--- config.mk ---
export PLATFORM = sky130hd
export DESIGN_NAME = bar_2_bin
export DESIGN_NICKNAME = d
export VERILOG_FILES = /design/src/rtl/bar_pkg.sv /design/src/rtl/sync_debounce.sv /design/src/rtl/bar_2_bin.sv
export SDC_FILE = /design/constraint.sdc
export NUM_CORES = 1
export LEC_CHECK = 0
export ABC_AREA = 1
export CORE_MARGIN = 4
export CORE_UTILIZATION = 33
export DETAILED_ROUTE_END_ITERATION = 8
export HOLD_SLACK_MARGIN = 0.08
export MAX_ROUTING_LAYER = met4
export PLACE_DENSITY = 0.61
export RECOVER_POWER = 50
export SYNTH_ARGS = -nofsm -noshare
export SYNTH_HDL_FRONTEND = slang
export SYNTH_SLANG_ARGS = --single-unit
--- constraint.sdc ---
create_clock -name clk -period 3.4 [get_ports clk]
set_input_delay 0.68 -clock clk [delete_from_list [all_inputs] [get_ports clk]]
set_output_delay 0.68 -clock clk [all_outputs]
set_load 0.02 [all_outputs]
--- src/rtl/bar_pkg.sv ---
`default_nettype none
// +------------------------------------------------------------------+
// | Package     : bar_pkg                                            |
// | Description : Shared widths, error code, FSM encoding and the    |
// |               thermometer-to-binary decode for the switch bar.   |
// | Revision    : 1.0                                                |
// +------------------------------------------------------------------+
package bar_pkg;

    localparam int BAR_W = 10;
    localparam int BIN_W = 4;
    localparam logic [BIN_W-1:0] ERR_CODE = 4'hF;

    // Single-hot encoding of the commit tracker.
    typedef enum logic [2:0] {
        ST_IDLE   = 3'b001,
        ST_SETTLE = 3'b010,
        ST_COMMIT = 3'b100
    } bar_state_e;

    // Returns {err, value}. Legal patterns are the 11 thermometer codes
    // (1<<k)-1 for k = 0..BAR_W; anything else decodes to {1, ERR_CODE}.
    function automatic logic [BIN_W:0] therm2bin(input logic [BAR_W-1:0] pattern);
        logic [BIN_W:0] res;
        res = {1'b1, ERR_CODE};
        for (int k = 0; k <= BAR_W; k++) begin
            if ({1'b0, pattern} == (((BAR_W+1)'(1) << k) - (BAR_W+1)'(1))) begin
                res = {1'b0, BIN_W'(k)};
            end
        end
        return res;
    endfunction

endpackage
`default_nettype wire

--- src/rtl/sync_debounce.sv ---
`default_nettype none
// +------------------------------------------------------------------+
// | Module      : sync_debounce                                      |
// | Description : Two-flop synchroniser followed by a saturating     |
// |               stability counter. Emits the accepted pattern and  |
// |               a one-cycle strobe the first time it is stable.    |
// | Revision    : 1.0                                                |
// +------------------------------------------------------------------+
module sync_debounce
    import bar_pkg::*;
#(
    parameter int WIDTH           = BAR_W,
    parameter int DEBOUNCE_CYCLES = 16
) (
    input  logic             clk,
    input  logic             rst,
    input  logic [WIDTH-1:0] din,
    output logic [WIDTH-1:0] cand,
    output logic             changing,
    output logic [WIDTH-1:0] stable,
    output logic             new_stable
);

    localparam int CNT_W = $clog2(DEBOUNCE_CYCLES);
    localparam logic [CNT_W-1:0] CNT_MAX = CNT_W'(DEBOUNCE_CYCLES - 1);

    logic [WIDTH-1:0] s1_q, s1_d;
    logic [WIDTH-1:0] s2_q, s2_d;
    logic [WIDTH-1:0] cand_q, cand_d;
    logic [CNT_W-1:0] cnt_q, cnt_d;
    logic             fired_q, fired_d;
    logic [WIDTH-1:0] stable_q, stable_d;
    logic             new_stable_q, new_stable_d;

    // Next-state for synchroniser, candidate tracking and the stability counter.
    always_comb begin
        s1_d         = din;
        s2_d         = s1_q;
        cand_d       = cand_q;
        cnt_d        = cnt_q;
        fired_d      = fired_q;
        stable_d     = stable_q;
        new_stable_d = 1'b0;

        // First cycle at saturation: publish the candidate once.
        if (cnt_q == CNT_MAX && !fired_q) begin
            new_stable_d = 1'b1;
            stable_d     = cand_q;
            fired_d      = 1'b1;
        end

        // A differing sample restarts the count; it must override the
        // fired flag so the new candidate can strobe later.
        if (s2_q != cand_q) begin
            cand_d  = s2_q;
            cnt_d   = '0;
            fired_d = 1'b0;
        end else if (cnt_q != CNT_MAX) begin
            cnt_d = cnt_q + 1'b1;
        end
    end

    // State registers; reset clears the whole pipeline.
    always_ff @(posedge clk or posedge rst) begin
        if (rst) begin
            s1_q         <= '0;
            s2_q         <= '0;
            cand_q       <= '0;
            cnt_q        <= '0;
            fired_q      <= 1'b0;
            stable_q     <= '0;
            new_stable_q <= 1'b0;
        end else begin
            s1_q         <= s1_d;
            s2_q         <= s2_d;
            cand_q       <= cand_d;
            cnt_q        <= cnt_d;
            fired_q      <= fired_d;
            stable_q     <= stable_d;
            new_stable_q <= new_stable_d;
        end
    end

    assign cand       = cand_q;
    assign changing   = (s2_q != cand_q);
    assign stable     = stable_q;
    assign new_stable = new_stable_q;

endmodule
`default_nettype wire

--- src/rtl/bar_2_bin.sv ---
`default_nettype none
// +------------------------------------------------------------------+
// | Module      : bar_2_bin                                          |
// | Description : Debounced 10-switch thermometer bar to 4-bit count |
// |               with valid/ready event output, continuous level    |
// |               and sticky overrun flag.                           |
// | Revision    : 1.0                                                |
// +------------------------------------------------------------------+
module bar_2_bin
    import bar_pkg::*;
#(
    parameter int DEBOUNCE_CYCLES = 16
) (
    input  logic             clk,
    input  logic             rst,
    input  logic [BAR_W-1:0] sw,
    output logic [BIN_W-1:0] out_value,
    output logic             out_err,
    output logic             out_valid,
    input  logic             out_ready,
    output logic [BIN_W-1:0] level,
    output logic             level_err,
    output logic             overrun
);

    logic [BAR_W-1:0] cand_w;
    logic             changing_w;
    logic [BAR_W-1:0] stable_w;
    logic             new_stable_w;
    logic [BIN_W:0]   dec_w;
    logic             commit_w;

    bar_state_e       state_q, state_d;
    logic [BAR_W-1:0] committed_q, committed_d;
    logic [BIN_W-1:0] level_q, level_d;
    logic             level_err_q, level_err_d;
    logic [BIN_W-1:0] out_value_q, out_value_d;
    logic             out_err_q, out_err_d;
    logic             out_valid_q, out_valid_d;
    logic             overrun_q, overrun_d;

    sync_debounce #(
        .WIDTH           (BAR_W),
        .DEBOUNCE_CYCLES (DEBOUNCE_CYCLES)
    ) u_sync_debounce (
        .clk        (clk),
        .rst        (rst),
        .din        (sw),
        .cand       (cand_w),
        .changing   (changing_w),
        .stable     (stable_w),
        .new_stable (new_stable_w)
    );

    assign dec_w = therm2bin(stable_w);

    // A newly stable pattern is only an event if it differs from the
    // committed one; returning to the committed value is silent.
    assign commit_w = new_stable_w && (stable_w != committed_q) && (state_q == ST_SETTLE);

    // Tracker: SETTLE whenever the candidate disagrees with the committed pattern.
    always_comb begin
        state_d = state_q;
        case (state_q)
            ST_IDLE: begin
                if (changing_w || (cand_w != committed_q)) state_d = ST_SETTLE;
            end
            ST_SETTLE: begin
                if (commit_w)                                      state_d = ST_COMMIT;
                else if (!changing_w && (cand_w == committed_q))   state_d = ST_IDLE;
            end
            ST_COMMIT: begin
                if (changing_w || (cand_w != committed_q)) state_d = ST_SETTLE;
                else                                       state_d = ST_IDLE;
            end
            default: state_d = ST_IDLE;
        endcase
    end

    // Commit, level update and valid/ready handshake with overrun detection.
    always_comb begin
        committed_d = committed_q;
        level_d     = level_q;
        level_err_d = level_err_q;
        out_value_d = out_value_q;
        out_err_d   = out_err_q;
        out_valid_d = out_valid_q;
        overrun_d   = overrun_q;

        if (out_valid_q && out_ready) begin
            out_valid_d = 1'b0;
        end

        if (commit_w) begin
            committed_d = stable_w;
            level_d     = dec_w[BIN_W-1:0];
            level_err_d = dec_w[BIN_W];
            out_value_d = dec_w[BIN_W-1:0];
            out_err_d   = dec_w[BIN_W];
            out_valid_d = 1'b1;
            // Latest event wins; losing an unaccepted one is remembered.
            if (out_valid_q && !out_ready) begin
                overrun_d = 1'b1;
            end
        end
    end

    // Registers for tracker state and all outputs.
    always_ff @(posedge clk or posedge rst) begin
        if (rst) begin
            state_q     <= ST_IDLE;
            committed_q <= '0;
            level_q     <= '0;
            level_err_q <= 1'b0;
            out_value_q <= '0;
            out_err_q   <= 1'b0;
            out_valid_q <= 1'b0;
            overrun_q   <= 1'b0;
        end else begin
            state_q     <= state_d;
            committed_q <= committed_d;
            level_q     <= level_d;
            level_err_q <= level_err_d;
            out_value_q <= out_value_d;
            out_err_q   <= out_err_d;
            out_valid_q <= out_valid_d;
            overrun_q   <= overrun_d;
        end
    end

    assign out_value = out_value_q;
    assign out_err   = out_err_q;
    assign out_valid = out_valid_q;
    assign level     = level_q;
    assign level_err = level_err_q;
    assign overrun   = overrun_q;

endmodule
`default_nettype wire

==> qor.csv <==
stage;metric;value;unit
power_and_ir_drop;Switch Pwr;0.4086;mW
power_and_ir_drop;power density over the cells;454.6;nW/µm²
power_and_ir_drop;switch share;0.2650;
critical_path;Arrival @ worst endpoint;2.29;ns
place;Final Wtd Congestion;0.8725;
clock_network;clk sink count;66;
critical_path;Worst R2R Path Depth;6;
global_route;Total GRT Usage;0.1185;
clock_network;TritonCTS buffer count;9;
min_path;hold path startpoint;u_sync_debounce.s1_q[5]$_DFF_PP0_;
global_route;total grt overflow;0;
synth;Synth Area per Inst;8.377;µm²
drt;# DRC;0;
synth;Synth Instances;351;
clock_network;CTS clk-pin slew, worst paths;0.08;ns
clock_network;Post-CTS Setup Bufs;0;
critical_path;CP required;3.58;ns
drt;met1 WL;2511;µm
sta;min Tclk post-route;2.112;ns
critical_path;critical path cell sequence;ha_1 -> nand2_1 -> nor2_1 -> inv_1 -> nor2_1 -> o21ai_0;
critical_path;Critical Path Fanout Max;21;
synth;Yosys cell types;29;
power_and_ir_drop;Combinational Power Share;0.072;
sta;Least-Margin Pin Slew;1.129;ns
drt;Post-Route WL;5261;µm
min_path;Min-Delay Path Class;register to register;
floorplanning;Core Area;8678;µm²
synth;Post-Syn Nets;365;
layout;layout cells sized above 1;0.07796;
clock_network;CTS resizes;0;
floorplanning;Chip Height;102.4;µm
sta;relative slew slack;0.2463;
critical_path;R2R Path End;u_sync_debounce.stable[6]$_DFFE_PP0P_;
layout;P&R area growth vs syn;15.36;%
synth;register area share after synthesis;0.5621;
sta;fin crit share;0.6212;
drt;vias per inst;4.452;
floorplanning;FP Rows;34;
sta;final hold vios;0;
critical_path;crit path kind;register to register;
global_route;first-pass GRT wire length;9301;µm
run;max_cap viols;0;
global_route;pin count of the biggest net entering global routing;39;
drt;Post-DRT Antenna Nets;0;
layout;# diodes;0;
floorplanning;die area;10480;µm²
clock_network;CTS max path bufs;2;
synth;Post-Syn Area;2940;µm²
critical_path;reg2reg setup slack;1.29;ns
min_path;Hold Path Depth;0;
critical_path;Critical Path Most Common Cell;nor2_1;
critical_path;CP Launch Type;register;
global_route;initial antenna violation count;0;
drt;wire length on met3;258;µm
sta;setup total negative slack;0;ns
critical_path;CP peak stage delay;0.83;ns
clock_network;worst skew pair latency;0.34;ns
layout;Nets;381;
power_and_ir_drop;Sequential Power Share;0.547;
drt;DR vias;2137;
power_and_ir_drop;Pint;1.134;mW
floorplanning;die width;102.4;µm
floorplanning;Initial Utilization;0.3388;
drt;highest routed layer;met4;
global_route;number of global-route vias before repair;2013;
power_and_ir_drop;Clock power frac;0.382;
sta;Setup-failing EPs final;0;
critical_path;Slowest-stage cell, CP;nor2_1;
clock_network;H-tree depth;3;
power_and_ir_drop;VDD IR max;0.2690;mV
status;status;finished clean;
place;dpl cells;464;
clock_network;root buffer cell;clkbuf_8;
synth;Ys Warns;0;
critical_path;Reg-to-Reg Start;u_sync_debounce.cnt_q[0]$_DFFE_PP0P_;
critical_path;CP Capture Type;register;
layout;final cell count without fillers;480;
clock_network;TritonCTS clock tree;yes;
drt;drt wl/cell;10.96;µm
drt;met2 WL;2419;µm
floorplanning;io pins;25;
drt;Pre-antenna DRT Iters;4;
min_path;Worst Hold Endpoint;u_sync_debounce.s2_q[5]$_DFF_PP0_;
clock_network;Post-CTS Hold Buffers;0;
sta;RSZ-0062 raised after global routing;no;
drt;initial DRC count;124;
synth;Synth Register Bits;66;
sta;fmax;473.5;MHz
place;HPWL after DPL;3821;µm
place;Port Buffers;24;
sta;count of pins over their slew limit;0;
sta;Fin Clk Skew;0.008471;ns
power_and_ir_drop;Leak Pwr;1.667;nW
==> critical path, delay by kind of cell (launching register included) <==
family | cells | cell delay [ns]
and+or+nand+nor | 3 | 1.12
AOI/OAI and AO/OA | 1 | 0.18
DFF | 1 | 0.39
adders and majority gates | 1 | 0.18
buffers and inverters | 1 | 0.09
==> layer usage <==
metal,vias up,track usage
met5,-,-
met4,0,0.04238
met3,8,0.03891
met2,39,0.1819
met1,983,0.1467
li1,1107,-
==> layout make-up <==
cell class	count	area, µm²
fill	912	5286
sequential	66	1653
multi-input combinational	215	975.9
timing repair buffer	25	260.3
inverter	50	190.2
tap	108	135.1
clock buffer	9	123.9
clock inverter	7	53.80
==> cell families (layout without fill, tap and decap cells) <==
group,after synthesis,count (layout),synth area share
simple gates,167,167,0.2315
buf+inv,70,91,0.1051
flops,66,66,0.5621
compound gates,40,40,0.07617
xor+xnor,7,7,0.02085
fa+ha+maj,1,1,0.004255
==> through the flow <==
step,hold slack (ns),util,power (mW),setup WS [ns],instance area (µm²)
2_1_floorplan,0.3312,-,0.9374,1.067,2940
3_3_place_gp,0.3326,0.3707,0.9688,1.348,3217
3_5_place_dp,0.3347,0.3707,0.9738,1.276,3217
4_1_cts,0.3534,0.3911,1.572,1.275,3395
5_1_grt,0.3609,0.3909,1.635,0.9216,3392
6_report,0.3507,0.3909,1.542,1.288,3392
==> synth_stat cells (all sizes together) <==
library cell | number | share of area
a211oi | 2 | 0.0051
o21ai | 30 | 0.051
a31oi | 1 | 0.0021
ha | 1 | 0.0043
o21bai | 1 | 0.0038
xor2 | 7 | 0.021
dfstp | 1 | 0.0089
nand3 | 14 | 0.026
nor2 | 37 | 0.048
o211ai | 1 | 0.0026
inv | 50 | 0.065
nand3b | 1 | 0.0026
nand4 | 4 | 0.0085
nand2 | 105 | 0.14
nor3 | 6 | 0.010
a31o | 1 | 0.0030
dfrtp | 65 | 0.55
a21oi | 2 | 0.0034
buf | 10 | 0.028
clkbuf | 10 | 0.013
o21a | 2 | 0.0051
==> registers in the layout (all words and copies together) (netlist names) <==
name	cells
u_sync_debounce.cnt_q	4
u_sync_debounce.s2_q	10
u_sync_debounce.fired_q	1
out_valid	1
out_err	1
overrun	1
u_sync_debounce.s1_q	10
committed_q	10
u_sync_debounce.stable	10
out_value	4
state_q	3
u_sync_debounce.new_stable	1
u_sync_debounce.cand	10
==> how the worst max path moves through the flow <==
| stage | from | to | slack, ns | depth (start not counted) |
|---|---|---|---|---|
| after CTS | u_sync_debounce.cnt_q[0]$_DFFE_PP0P_ | u_sync_debounce.stable[6]$_DFFE_PP0P_ | 1.27 | 6 |
| after floorplan | rst | committed_q[0]$_DFFE_PP0P_ | 1.07 | 1 |
| after global placement | u_sync_debounce.cnt_q[0]$_DFFE_PP0P_ | u_sync_debounce.stable[9]$_DFFE_PP0P_ | 1.35 | 6 |
| after detailed placement | u_sync_debounce.cnt_q[0]$_DFFE_PP0P_ | u_sync_debounce.stable[8]$_DFFE_PP0P_ | 1.28 | 6 |
| after global routing | u_sync_debounce.cnt_q[0]$_DFFE_PP0P_ | u_sync_debounce.stable[2]$_DFFE_PP0P_ | 0.92 | 6 |
| final | u_sync_debounce.cnt_q[0]$_DFFE_PP0P_ | u_sync_debounce.stable[6]$_DFFE_PP0P_ | 1.29 | 6 |
==> cell usage in the layout (no fill, tap or decap), drive strengths merged <==
| master | netlist | routed |
|---|---|---|
| nand2 | 105 | 105 |
| dfrtp | 65 | 65 |
| inv | 50 | 52 |
| nor2 | 37 | 37 |
| o21ai | 30 | 30 |
| nand3 | 14 | 14 |
| clkdlybuf4s50 | 0 | 13 |
| dlygate4sd3 | 0 | 11 |
| clkbuf | 10 | 9 |
| xor2 | 7 | 7 |
| nor3 | 6 | 6 |
| nand4 | 4 | 4 |
| clkinvlp | 0 | 3 |
| a211oi | 2 | 2 |
| o21a | 2 | 2 |
| a21oi | 2 | 2 |
| clkinv | 0 | 2 |
| o21bai | 1 | 1 |
| a31o | 1 | 1 |
| o211ai | 1 | 1 |
| nand3b | 1 | 1 |
| a31oi | 1 | 1 |
| ha | 1 | 1 |
| buf | 10 | 1 |
| dfstp | 1 | 1 |
==> power groups by stage <==
stage	logic (mW)	registers [mW]	clock network, mW
CTS	0.116	0.843	0.613
detailed placement	0.115	0.859	0
global placement	0.112	0.857	0
floorplan	0.0850	0.852	0
global route	0.136	0.848	0.652
finish	0.110	0.843	0.589
No activity file was read; power rests on OpenSTA's default activity.
